**config.mk**
```make
export PLATFORM = sky130hd
export DESIGN_NAME = config_mac_scalable
export DESIGN_NICKNAME = d
export VERILOG_FILES = /design/src/rtl/config_mac_pkg.sv /design/src/rtl/config_multiplier_scalable.sv /design/src/rtl/config_mac_scalable.sv
export SDC_FILE = /design/constraint.sdc
export NUM_CORES = 1
export LEC_CHECK = 0
export ABC_CLOCK_PERIOD_IN_PS = 3500
export BUFFER_PORTS_ARGS = -buffer_cell sky130_fd_sc_hd__buf_2
export CAP_MARGIN = 15
export CORE_AREA = 3 3 145 147
export DETAILED_ROUTE_END_ITERATION = 7
export DIE_AREA = 0 0 148 150
export GPL_TIMING_DRIVEN = 1
export PLACE_DENSITY_LB_ADDON = 0.25
export SKIP_LAST_GASP = 1
export SYNTH_ARGS = -nofsm -noshare
export SYNTH_HDL_FRONTEND = slang
export SYNTH_SLANG_ARGS = --single-unit
```
**constraint.sdc**
```tcl
create_clock -name clk -period 3.5 [get_ports clk]
set_clock_uncertainty 0.2 [all_clocks]
set_input_delay 0 -clock clk [delete_from_list [all_inputs] [get_ports clk]]
set_output_delay 0 -clock clk [all_outputs]
set_load 0.02 [all_outputs]
```
**src/rtl/config_mac_pkg.sv**
```systemverilog
// rtl/config_mac_pkg.sv - mode encoding and lane helpers shared by config_mac_scalable and its multiplier
package config_mac_pkg;

    typedef enum logic [1:0] {
        MODE_FULL    = 2'd0,
        MODE_HALF    = 2'd1,
        MODE_QUARTER = 2'd2
    } mode_e;

    localparam int LANES_FULL    = 1;
    localparam int LANES_HALF    = 2;
    localparam int LANES_QUARTER = 4;

    function automatic int lane_count(input mode_e m);
        case (m)
            MODE_HALF:    return LANES_HALF;
            MODE_QUARTER: return LANES_QUARTER;
            default:      return LANES_FULL;
        endcase
    endfunction

    // Raw encoding 3 is reserved and behaves as full precision.
    function automatic mode_e decode_mode(input logic [1:0] raw);
        case (raw)
            2'd1:    return MODE_HALF;
            2'd2:    return MODE_QUARTER;
            default: return MODE_FULL;
        endcase
    endfunction

endpackage

```
**src/rtl/config_multiplier_scalable.sv**
```systemverilog
// rtl/config_multiplier_scalable.sv - combinational signed multiplier split into 1, 2 or 4 independent lanes
module config_multiplier_scalable
    import config_mac_pkg::*;
#(
    parameter int WIDTH = 8
) (
    input  logic [WIDTH-1:0]   a,
    input  logic [WIDTH-1:0]   b,
    input  mode_e              mode,
    output logic [2*WIDTH-1:0] product
);

    logic [2:0][2*WIDTH-1:0] prod_m;

    for (genvar m = 0; m < 3; m++) begin : g_mode
        localparam int L  = (m == 0) ? LANES_FULL : ((m == 1) ? LANES_HALF : LANES_QUARTER);
        localparam int OW = WIDTH / L;
        for (genvar i = 0; i < L; i++) begin : g_lane
            logic signed [OW-1:0]   la;
            logic signed [OW-1:0]   lb;
            logic signed [2*OW-1:0] lp;
            assign la = a[i*OW +: OW];
            assign lb = b[i*OW +: OW];
            assign lp = (2*OW)'(la) * (2*OW)'(lb);
            assign prod_m[m][i*2*OW +: 2*OW] = lp;
        end
    end

    always_comb begin
        product = prod_m[0];
        case (mode)
            MODE_HALF:    product = prod_m[1];
            MODE_QUARTER: product = prod_m[2];
            default:      product = prod_m[0];
        endcase
    end

endmodule

```
**src/rtl/config_mac_scalable.sv**
```systemverilog
// rtl/config_mac_scalable.sv - pipelined precision-scalable signed MAC with valid/ready streams
// Optional lane saturation and sticky out_sat port: define CONFIG_MAC_SAT_EN.
module config_mac_scalable
    import config_mac_pkg::*;
#(
    parameter int WIDTH     = 8,
    parameter int ACC_WIDTH = 32
) (
    input  logic                 clk,
    input  logic                 rst,
    input  logic                 in_valid,
    output logic                 in_ready,
    input  logic [WIDTH-1:0]     in_a,
    input  logic [WIDTH-1:0]     in_b,
    input  logic [1:0]           in_mode,
    input  logic                 in_last,
    output logic                 out_valid,
    input  logic                 out_ready,
    output logic [ACC_WIDTH-1:0] out_result,
`ifdef CONFIG_MAC_SAT_EN
    output logic                 out_sat,
`endif
    output logic [1:0]           out_mode
);

    typedef enum logic {IDLE, ACCUM} state_e;

    state_e                  state;
    mode_e                   cur_mode;
    mode_e                   beat_mode;
    mode_e                   s1_mode;
    logic                    s1_valid;
    logic                    s1_last;
    logic [2*WIDTH-1:0]      beat_prod;
    logic [2*WIDTH-1:0]      s1_prod;
    logic [ACC_WIDTH-1:0]    acc;
    logic [ACC_WIDTH-1:0]    acc_sum;
    logic [2:0][ACC_WIDTH-1:0] sum_m;
    logic                    stall;
    logic                    accept;

    // Only a finished vector waiting behind an unconsumed result can block the pipe.
    assign stall     = s1_valid && s1_last && out_valid && !out_ready;
    assign in_ready  = !stall;
    assign accept    = in_valid && in_ready;
    assign beat_mode = (state == IDLE) ? decode_mode(in_mode) : cur_mode;

    config_multiplier_scalable #(.WIDTH(WIDTH)) u_mul (
        .a       (in_a),
        .b       (in_b),
        .mode    (beat_mode),
        .product (beat_prod)
    );

    always_ff @(posedge clk or posedge rst) begin
        if (rst) begin
            state    <= IDLE;
            cur_mode <= MODE_FULL;
        end else if (accept) begin
            case (state)
                IDLE: begin
                    if (!in_last) begin
                        state    <= ACCUM;
                        cur_mode <= beat_mode;
                    end
                end
                ACCUM: begin
                    if (in_last) begin
                        state <= IDLE;
                    end
                end
                default: state <= IDLE;
            endcase
        end
    end

    always_ff @(posedge clk or posedge rst) begin
        if (rst) begin
            s1_valid <= 1'b0;
            s1_last  <= 1'b0;
            s1_mode  <= MODE_FULL;
            s1_prod  <= '0;
        end else if (!stall) begin
            s1_valid <= in_valid;
            if (accept) begin
                s1_prod <= beat_prod;
                s1_last <= in_last;
                s1_mode <= beat_mode;
            end
        end
    end

`ifdef CONFIG_MAC_SAT_EN
    logic [2:0] ovf_m;
    logic       sat_beat;
    logic       sat_seen;
`endif

    for (genvar m = 0; m < 3; m++) begin : g_acc
        localparam int L  = (m == 0) ? LANES_FULL : ((m == 1) ? LANES_HALF : LANES_QUARTER);
        localparam int LA = ACC_WIDTH / L;
        localparam int LP = 2 * WIDTH / L;
`ifdef CONFIG_MAC_SAT_EN
        logic [L-1:0] lane_ovf;
        assign ovf_m[m] = |lane_ovf;
`endif
        for (genvar i = 0; i < L; i++) begin : g_lane
            logic signed [LP-1:0] prod_l;
            logic signed [LA-1:0] acc_l;
            logic signed [LA-1:0] ext_l;
            logic signed [LA-1:0] sum_l;
            assign prod_l = s1_prod[i*LP +: LP];
            assign acc_l  = acc[i*LA +: LA];
            assign ext_l  = LA'(prod_l);
            assign sum_l  = acc_l + ext_l;
`ifdef CONFIG_MAC_SAT_EN
            // Same-sign operands with a sign flip in the sum means the lane overflowed.
            assign lane_ovf[i] = (acc_l[LA-1] == ext_l[LA-1]) && (sum_l[LA-1] != acc_l[LA-1]);
            assign sum_m[m][i*LA +: LA] = lane_ovf[i] ? {acc_l[LA-1], {(LA-1){~acc_l[LA-1]}}} : sum_l;
`else
            assign sum_m[m][i*LA +: LA] = sum_l;
`endif
        end
    end

    always_comb begin
        acc_sum = sum_m[0];
        case (s1_mode)
            MODE_HALF:    acc_sum = sum_m[1];
            MODE_QUARTER: acc_sum = sum_m[2];
            default:      acc_sum = sum_m[0];
        endcase
    end

`ifdef CONFIG_MAC_SAT_EN
    always_comb begin
        sat_beat = ovf_m[0];
        case (s1_mode)
            MODE_HALF:    sat_beat = ovf_m[1];
            MODE_QUARTER: sat_beat = ovf_m[2];
            default:      sat_beat = ovf_m[0];
        endcase
    end

    always_ff @(posedge clk or posedge rst) begin
        if (rst) begin
            sat_seen <= 1'b0;
            out_sat  <= 1'b0;
        end else if (s1_valid && !stall) begin
            if (s1_last) begin
                out_sat  <= sat_seen | sat_beat;
                sat_seen <= 1'b0;
            end else begin
                sat_seen <= sat_seen | sat_beat;
            end
        end
    end
`endif

    always_ff @(posedge clk or posedge rst) begin
        if (rst) begin
            acc        <= '0;
            out_valid  <= 1'b0;
            out_result <= '0;
            out_mode   <= 2'd0;
        end else begin
            if (out_valid && out_ready) begin
                out_valid <= 1'b0;
            end
            if (s1_valid && !stall) begin
                if (s1_last) begin
                    out_result <= acc_sum;
                    out_mode   <= s1_mode;
                    out_valid  <= 1'b1;
                    acc        <= '0;
                end else begin
                    acc <= acc_sum;
                end
            end
        end
    end

endmodule

```
-- Word-level counts from Yosys, hierarchy flattened
Cells that the tools add are included.
- equal/unequal tests: 6
- multiplexer cells: 9
- multiply operators: 7
- bitwise gates (word level): 3
- reduce and logical (&&, ||, !) cells: 11
- divide/modulo/power cells: 0
- add/subtract/negate cells: 7
- $lt $le $gt $ge: 0
- shift-type cells: 0
- operator list (cell ; number):
    case mux 32 bit (2 select lines) ; 1
    adder 16 x 8 -> 16 bit ; 2
    adder 32 x 16 -> 32 bit ; 1
    adder 8 x 4 -> 8 bit ; 4
    2-to-1 mux 32 bit ; 1
    case mux 16 bit (2 select lines) ; 1
    multiplier 2 x 2 -> 4 bit ; 4
    multiplier 4 x 4 -> 8 bit ; 2
    multiplier 8 x 8 -> 16 bit ; 1
    equality test 2 x 1 -> 1 bit, second input constant ; 3
    equality test 2 bit, second input constant ; 3
    logical AND 1 bit ; 6
    2-to-1 mux 1 bit ; 4
    case mux 2 bit (2 select lines) ; 1
    AND reduction 2 bit ; 2
    inverter 1 bit ; 3
    AND reduction 3 bit ; 1
    logical NOT 1 bit ; 2
    2-to-1 mux 2 bit ; 1
- latch bits: 0
- memories: 0
- register bits after elaboration: 90
- memory bits (writable): 0
- bits of input ports: 23
- bits in read-only memories: 0

-- Longest topological paths before layout
Gate-level depths: netlist (run 1).
- word-level depth: 6
- mapped depth: 21

-- By module
From an unflattened synthesis (run 1), not the netlist that was laid out.
- cells, all modules: 1265
- area, all modules: 10864.2 um2
- by module, submodules not included (module ; cells each ; times used ; area an instance (um2)):
    config_mac_scalable ; 816 ; 1 ; 6974.2
    config_multiplier_scalable ; 449 ; 1 ; 3890.0

-- Worst setup path after synthesis (run 1)
No wires, ideal clock.
- kind: input-to-reg
- start point: in in_a[1]
- end point: reg s1_prod[14] (netlist: g_acc[0].g_lane[0].prod_l[14])
- data required time: 3206 ps
- setup time: 94 ps
- arrival time: 4118 ps
- stages: 17
- setup slack: -912 ps
- path through: clkbuf_1 nand2_1 fa_1 fa_1 inv_1 fa_1 inv_1 fa_1 inv_1 ha_1 o21ai_0 a21boi_0 o211ai_1 a21oi_1 a2111oi_0 xor2_1 a211oi_1
- word-level cells in the longest chain between the ends: 2
- RTL lines (what ; line ; text):
    start: declaration ; config_mac_scalable.sv:13 ; input logic [WIDTH-1:0] in_a,
    multiplier 8 x 8 -> 16 bit ; config_multiplier_scalable.sv:24 ; assign lp = (2*OW)'(la) * (2*OW)'(lb);
    case mux 16 bit (2 select lines) ; config_multiplier_scalable.sv:31 ; case (mode)
    end signal: assignment ; config_mac_scalable.sv:86 ; s1_prod <= beat_prod;
    end: declaration ; config_mac_scalable.sv:35 ; logic [2*WIDTH-1:0] s1_prod;
No other way between the ends.
A chain may end at the register's enable or synchronous reset.

-- Worst setup path in the final report (run 1)
- start point: in in_b[0]
- end point: reg s1_prod[14] (netlist: g_acc[0].g_lane[0].prod_l[14])
- word-level cells in the longest chain between the ends: 2
- RTL lines (what ; line ; text):
    start: declaration ; config_mac_scalable.sv:14 ; input logic [WIDTH-1:0] in_b,
    multiplier 8 x 8 -> 16 bit ; config_multiplier_scalable.sv:24 ;
    case mux 16 bit (2 select lines) ; config_multiplier_scalable.sv:31 ;
No other way between the ends.

==> results of run 1 <==
-- metrics by stage --
| stage | TNS (ns) | instances | area, µm² | worst slack [ns] | utilization (%) |
|---|---|---|---|---|---|
| global route | -2.39 | 1736 | 13400 | -0.371 | 66.8 |
| floorplan | -0.963 | 1289 | 11200 | -0.320 | - |
| global placement | -3.95 | 1690 | 12500 | -0.540 | 62.3 |
| CTS | -0.569 | 1726 | 13200 | -0.167 | 65.6 |
| finish | -1.02 | 1736 | 13400 | -0.206 | 66.8 |
| detailed placement | -4.79 | 1690 | 12500 | -0.614 | 62.3 |
-- worst max-delay path, stage by stage --
cell	delay, ns
buf_8	0.10
and2_4	0.15
fa_1	0.49
inv_1	0.05
fa_1	0.52
inv_2	0.04
fa_1	0.52
inv_1	0.05
fa_1	0.49
inv_2	0.05
ha_4	0.23
o21ai_4	0.06
a21boi_2	0.08
o211ai_1	0.25
a21oi_2	0.10
a2111oi_2	0.24
xor2_1	0.11
a211oi_1	0.24
-- routing by layer --
metal  wire length, µm  vias to the layer above
met4               779                        0
met5                 0                        -
li1                  -                     4802
met3              1600                       60
met1             12600                     4722
met2             14300                      322
-- sequential cells by signal, indices dropped and copies added, names as in the netlist --
signal	count
s1_mode	2
out_result	32
acc	32
s1_last	1
s1_valid	1
out_mode	2
out_valid	1
state	1
cur_mode	2
g_acc.g_lane.prod_l	16
-- cells in the mapped netlist (12+ instances only) --
cell        n  share of area [%]
a22oi_1    17                1.2
a21oi_1    96                4.4
ha_1      118                 14
nand3_1    15               0.69
and2_1     38                2.2
fa_1       78                 14
nand2b_1   16               0.92
nor3_1     23                1.1
a21o_1     27                1.9
dfrtp_1    90                 21
a211oi_1   12               0.83
nand2_1   139                4.8
o21ai_0    96                4.4
xor2_1     29                2.3
clkbuf_1   41                1.4
inv_1     148                5.1
xnor2_1    53                4.3
nor2_1     68                2.3
-- how the worst max path moves through the flow --
stage / start / endpoint / slack, ns
2_1_floorplan: in_b[0] / g_acc[0].g_lane[0].prod_l[14]$_DFFE_PP0P_ / -0.32
3_3_place_gp: in_b[4] / g_acc[0].g_lane[0].prod_l[14]$_DFFE_PP0P_ / -0.54
3_5_place_dp: in_a[4] / g_acc[0].g_lane[0].prod_l[14]$_DFFE_PP0P_ / -0.61
4_1_cts: in_a[6] / g_acc[0].g_lane[0].prod_l[14]$_DFFE_PP0P_ / -0.17
5_1_grt: in_b[0] / g_acc[0].g_lane[0].prod_l[14]$_DFFE_PP0P_ / -0.37
6_report: in_b[0] / g_acc[0].g_lane[0].prod_l[14]$_DFFE_PP0P_ / -0.21
-- power breakdown --
part           switching [µW]  internal (µW)  total, µW
combinational            5180           4270       9450
sequential                396           1460       1860
clock                     483            510        993
total                    6060           6240      12300
-- cell type report --
class,count,area share [%]
clock buffers,9,1.68
clock inverters,7,0.645
inverters,149,4.26
multi-input cells,1003,61.9
flip-flops and latches,90,16.8
well taps,270,2.52
repair buffers,208,12.2
-- kinds of logic after synthesis --
group | synth area share (%)
DFF | 20.7
and+or+nand+nor | 15.5
buffers and inverters | 6.82
adders and majority gates | 27.9
AOI/OAI and AO/OA | 21.0
muxes | 1.60
xor gates and xnor gates | 6.59
-- timing repair --
action / CTS / global route
gates resized for setup: 62 / 44
cloned: 0 / 0
endpoints found under the setup margin: 8 / 11
pin swaps: 28 / 41
hold buffers: 8 / 0
endpoints found under the hold margin: 84 / 0
setup buffers: 12 / 11
==> qor.yml, run 1 <==
status: "complete, but fails checks"
violations: "negative hold slack, negative setup slack"
cts_buffers: 9
port-buffer-count: 58
clk_pin_slew_ns: 0.08
antenna_found_initial: 0
netlist_area_um2: 10900
wl_per_cell_um: 16.9
startpoint_type: "input port"
drive_gt1_share_pct: 22.9
seqCellArea_um2: 2250
hp-class: "in2reg"
power_uw: 12300
synth-main-ff-cell: "dfrtp_1"
dieHeight_um: 150
num_io_pins: 59
use_met2_pct: 45.9
vdd_ir_drop_max_mv: 0.433
start_util_pct: 54.4
reg2reg_depth: 10
drtPass1Iterations: 5
fin_hold_ws_ns: -0.00304
rows: 52
clock_sinks: 90
via_per_inst: 5.71
synthArstFlopShare_pct: 100
grt.met1_usage_pct: 34.6
antennaDiodeCount: 0
crit_arrival_ns: 3.77
grt_setup_unrepaired: "yes"
clockRootBuffer: "clkbuf_16"
via_count: 9906
fp.dieW_um: 148
multiInputGateArea_um2: 8280
max_freq_mhz: 270
hpwl_um: 22600
max_cap_viol_count: 0
hold_path_end: "s1_mode[1]$_DFFE_PP0P_"
cts_tree: "built"
crit_path_end_kind: "flop"
htreeDepth: 3
drt_wl_total_um: 29300
grt_most_used_layer: "met2"
nets: 1680
dieArea_um2: 22200
leakage_uw: 0.00654
clock_latency_ns: 0.36
grt_max_degree: 77
drv_slew: 0
gp_congestion: 0.998
grt_pass1_vias: 9649
r2r_setup_slack_ns: 0.19
mostFrequentLayoutCells: "inv_1, buf_4, nand2_1"
cp_data_required_time_ns: 3.56
yosysSeqAreaShare_pct: 20.7
drc_errors: 0
rr_startpoint: "g_acc[0].g_lane[0].prod_l[8]$_DFFE_PP0P_"
synth_seq_cells: 90
nFillCells: 1635
setup_viol: 8
clock_path_buffers: 2
core_um2: 20000
reg2reg_to: "out_result[30]$_DFFE_PP0P_"
holdPathStages: 4
overflow: 0
synth.distinct_cells: 73
syn_avg_cell_area_um2: 8.45
crit_type: "in2reg"
synth_cells: 1289
ant_nets: 0
area_growth_pct: 22.9
relSlewSlack_pct: 30.7
worst-slew-pin-transition_ns: 1.04
min_period_over_period_pct: 106
syn_nets: 1508
hold_viol: 1
grt_pass1_wl_um: 47600
worst_slack_ns: -0.206
min_period_ns: 3.71
grt_use_met3_pct: 3.21
grt.total_usage_pct: 26.3
cellPowerDensity_nw_per_um2: 919
drt_iter0_drc: 573
min-delay-start: "in_mode[1]"
synth_edf_count: 0
final_common_cell: "inv_1"
crit_fanout: 5
synth_warnings: 0
No activity file was read; power rests on OpenSTA's default activity.
==> run 2: changes to the inputs <==
Settings changed: CORE_AREA 3 3 145 147 to 3 3 152 154, DIE_AREA 0 0 148 150 to 0 0 155 157.
==> run 2 against run 1 <==
The flow finishes with violations (negative setup slack). Global-route usage down 2.2 points. Cell area down 0.62%. First-iteration DRC count fell by 9.8%. Largest cell class unchanged. Flip-flop and latch count stayed put. Non-clock buffer count fell by 9. Routed wire length grew 0.42%.
==> qor.yml, run 2 (same netlist as run 1, synthesis figures left out) <==
mostFrequentLayoutCells: "inv_1, nand2_1, buf_4"  # was inv_1, buf_4, nand2_1
max_freq_mhz: 270  # about the same
grt.met1_usage_pct: 32.2  # was 34.6%
setup_viol: 7  # was 8
clk_pin_slew_ns: 0.07  # was 0.08 ns
drtPass1Iterations: 5  # unchanged
stdcell_area_um2: 13300  # was 13,400 µm²
port-buffer-count: 58  # unchanged
area_growth_pct: 22.1  # was 22.9%
critPathBufInv: 5  # unchanged
num_io_pins: 59  # unchanged
slowest_stage: "fa_1"  # unchanged
worst-slew-pin-transition_ns: 1.10  # was 1.04 ns
violations: "negative setup slack"  # was negative hold slack, negative setup slack
cp_cell_sequence: "buf_8 -> and2_4 -> fa_1 -> inv_2 -> fa_1 -> inv_2 -> fa_1 -> inv_1 -> fa_1 -> inv_2 -> ha_4 -> o21ai_4 -> a21boi_2 -> o211ai_1 -> a21oi_1 -> a2111oi_2 -> xor2_1 -> a211oi_1"  # was buf_8 -> and2_4 -> fa_1 -> inv_1 -> fa_1 -> inv_2 -> fa_1 -> inv_1 -> fa_1 -> inv_2 -> ha_4 -> o21ai_4 -> a21boi_2 -> o211ai_1 -> a21oi_2 -> a2111oi_2 -> xor2_1 -> a211oi_1
grt_pass1_vias: 9685  # was 9,649
cp_data_required_time_ns: 3.56  # about the same
drt_wl_total_um: 29400  # was 29,300 µm
antennaDiodeCount: 0  # unchanged
path_delay_family: "adder cells"  # unchanged
reg2reg_to: "acc[24]$_DFFE_PP0P_"  # was out_result[30]$_DFFE_PP0P_
stdcell_count: 1737  # was 1,736
vdd_ir_drop_max_mv: 0.365  # was 0.433 mV
holdPathStages: 5  # was 4
dieHeight_um: 157  # was 150 µm
hpwl_um: 23100  # was 22,600 µm
crit_type: "in2reg"  # unchanged
gp_congestion: 0.960  # was 0.998
nFillCells: 1897  # was 1,635
grt.total_usage_pct: 24.1  # was 26.3%
clock_latency_ns: 0.36  # about the same
min_period_ns: 3.71  # about the same
status: "complete, but fails checks"  # unchanged
drv_slew: 0  # unchanged
worst_slack_ns: -0.209  # was -0.206 ns
grt_max_degree: 68  # was 77
startpoint_type: "input port"  # unchanged
hold_path_end: "s1_mode[0]$_DFFE_PP0P_"  # was s1_mode[1]$_DFFE_PP0P_
clockRootBuffer: "clkbuf_16"  # unchanged
drive_gt1_share_pct: 22.5  # was 22.9%
grt_pass1_wl_um: 48100  # was 47,600 µm
antenna_found_initial: 0  # unchanged
max_cap_viol_count: 0  # unchanged
cts_tree: "built"  # unchanged
hold_viol: 0  # was 1
relSlewSlack_pct: 26.9  # was 30.7%
start_util_pct: 49.9  # was 54.4%
dieArea_um2: 24300  # was 22,200 µm²
crit_path_end_kind: "flop"  # unchanged
place_area_um2: 12500  # about the same
core_um2: 21800  # was 20,000 µm²
slowest_delay_ns: 0.52  # about the same
wl_per_cell_um: 16.9  # about the same
r2r_setup_slack_ns: 0.21  # was 0.19 ns
crit_arrival_ns: 3.77  # about the same
grt_use_met3_pct: 2.36  # was 3.21%
cellPowerDensity_nw_per_um2: 917  # was 919 nW/µm²
overflow: 0  # unchanged
rr_startpoint: "acc[0]$_DFFE_PP0P_"  # was g_acc[0].g_lane[0].prod_l[8]$_DFFE_PP0P_
grt_setup_unrepaired: "yes"  # unchanged
rows: 54  # was 52
leakage_uw: 0.00649  # was 0.00654 µW
cts_buffers: 9  # unchanged
dp_cells: 1701  # was 1,690
grt_most_used_layer: "met2"  # unchanged
fp.dieW_um: 155  # was 148 µm
drc_errors: 0  # unchanged
cpMostUsedCell: "fa_1"  # unchanged
via_per_inst: 5.61  # was 5.71
htreeDepth: 3  # unchanged
via_count: 9752  # was 9,906
use_met2_pct: 42.1  # was 45.9%
ant_nets: 0  # unchanged
clock_path_buffers: 2  # unchanged
nets: 1671  # was 1,680
hp-class: "in2reg"  # unchanged
clock_sinks: 90  # unchanged
min_period_over_period_pct: 106  # about the same
reg2reg_depth: 10  # unchanged
min-delay-start: "in_mode[1]"  # unchanged
drt_iter0_drc: 517  # was 573
crit_fanout: 4  # was 5
[run 2: how the worst max path moves through the flow]
stage / from / to / slack, ns / cells after the start
floorplan: in_b[0] / g_acc[0].g_lane[0].prod_l[14]$_DFFE_PP0P_ / -0.32 / 17
global placement: in_b[4] / g_acc[0].g_lane[0].prod_l[14]$_DFFE_PP0P_ / -0.55 / 16
detailed placement: in_a[4] / g_acc[0].g_lane[0].prod_l[14]$_DFFE_PP0P_ / -0.63 / 16
CTS: in_a[7] / g_acc[0].g_lane[0].prod_l[15]$_DFFE_PP0P_ / -0.22 / 18
global route: in_a[7] / g_acc[0].g_lane[0].prod_l[14]$_DFFE_PP0P_ / -0.41 / 18
finish: in_a[7] / g_acc[0].g_lane[0].prod_l[14]$_DFFE_PP0P_ / -0.21 / 18
[run 2: what timing repair did]
item	CTS	global route
resized for setup	65	37
endpoints found under the setup margin	8	13
buffers inserted	7	6
hold endpoints to repair	73	0
pin swaps	42	46
hold buffers	8	0
[run 2: final cells by class]
class | count | area, µm² | area share, %
clock buffers | 9 | 225 | 1.69
flip-flops and latches | 90 | 2250 | 16.9
clock inverters | 7 | 81.3 | 0.611
multi-input cells | 1003 | 8320 | 62.5
inverters | 149 | 573 | 4.31
repair buffers | 199 | 1500 | 11.3
well taps | 280 | 350 | 2.63
[run 2: report_power, final]
group / switching [µW] / internal [µW]
Clock: 493 / 512
Combinational: 5170 / 4180
Sequential: 382 / 1460
[run 2: per-stage QoR]
| stage | setup TNS (ns) | setup slack, ns | util, % | hold slack (ns) | total power [µW] |
|---|---|---|---|---|---|
| 3_3_place_gp | -3.97 | -0.547 | 57.3 | -0.00425 | 10500 |
| 6_report | -0.802 | -0.209 | 61.0 | 0.0434 | 12200 |
| 4_1_cts | -0.608 | -0.215 | 60.1 | 0.0210 | 11900 |
| 3_5_place_dp | -4.59 | -0.633 | 57.3 | 0.00293 | 10700 |
| 2_1_floorplan | -0.963 | -0.320 | - | -0.104 | 8250 |
| 5_1_grt | -2.18 | -0.409 | 61.0 | 0.104 | 13300 |
[run 2: per-layer routing]
metal,up-vias,routed length (µm)
li1,4787,-
met1,4666,13300
met2,243,14200
met3,56,1180
met4,0,712
met5,-,0
[run 2: worst min-delay path, cell delays in order]
cell	delay (ns)
buf_2	0.10
nand2b_1	0.14
nor2_1	0.09
a21oi_1	0.09
o21ai_0	0.14
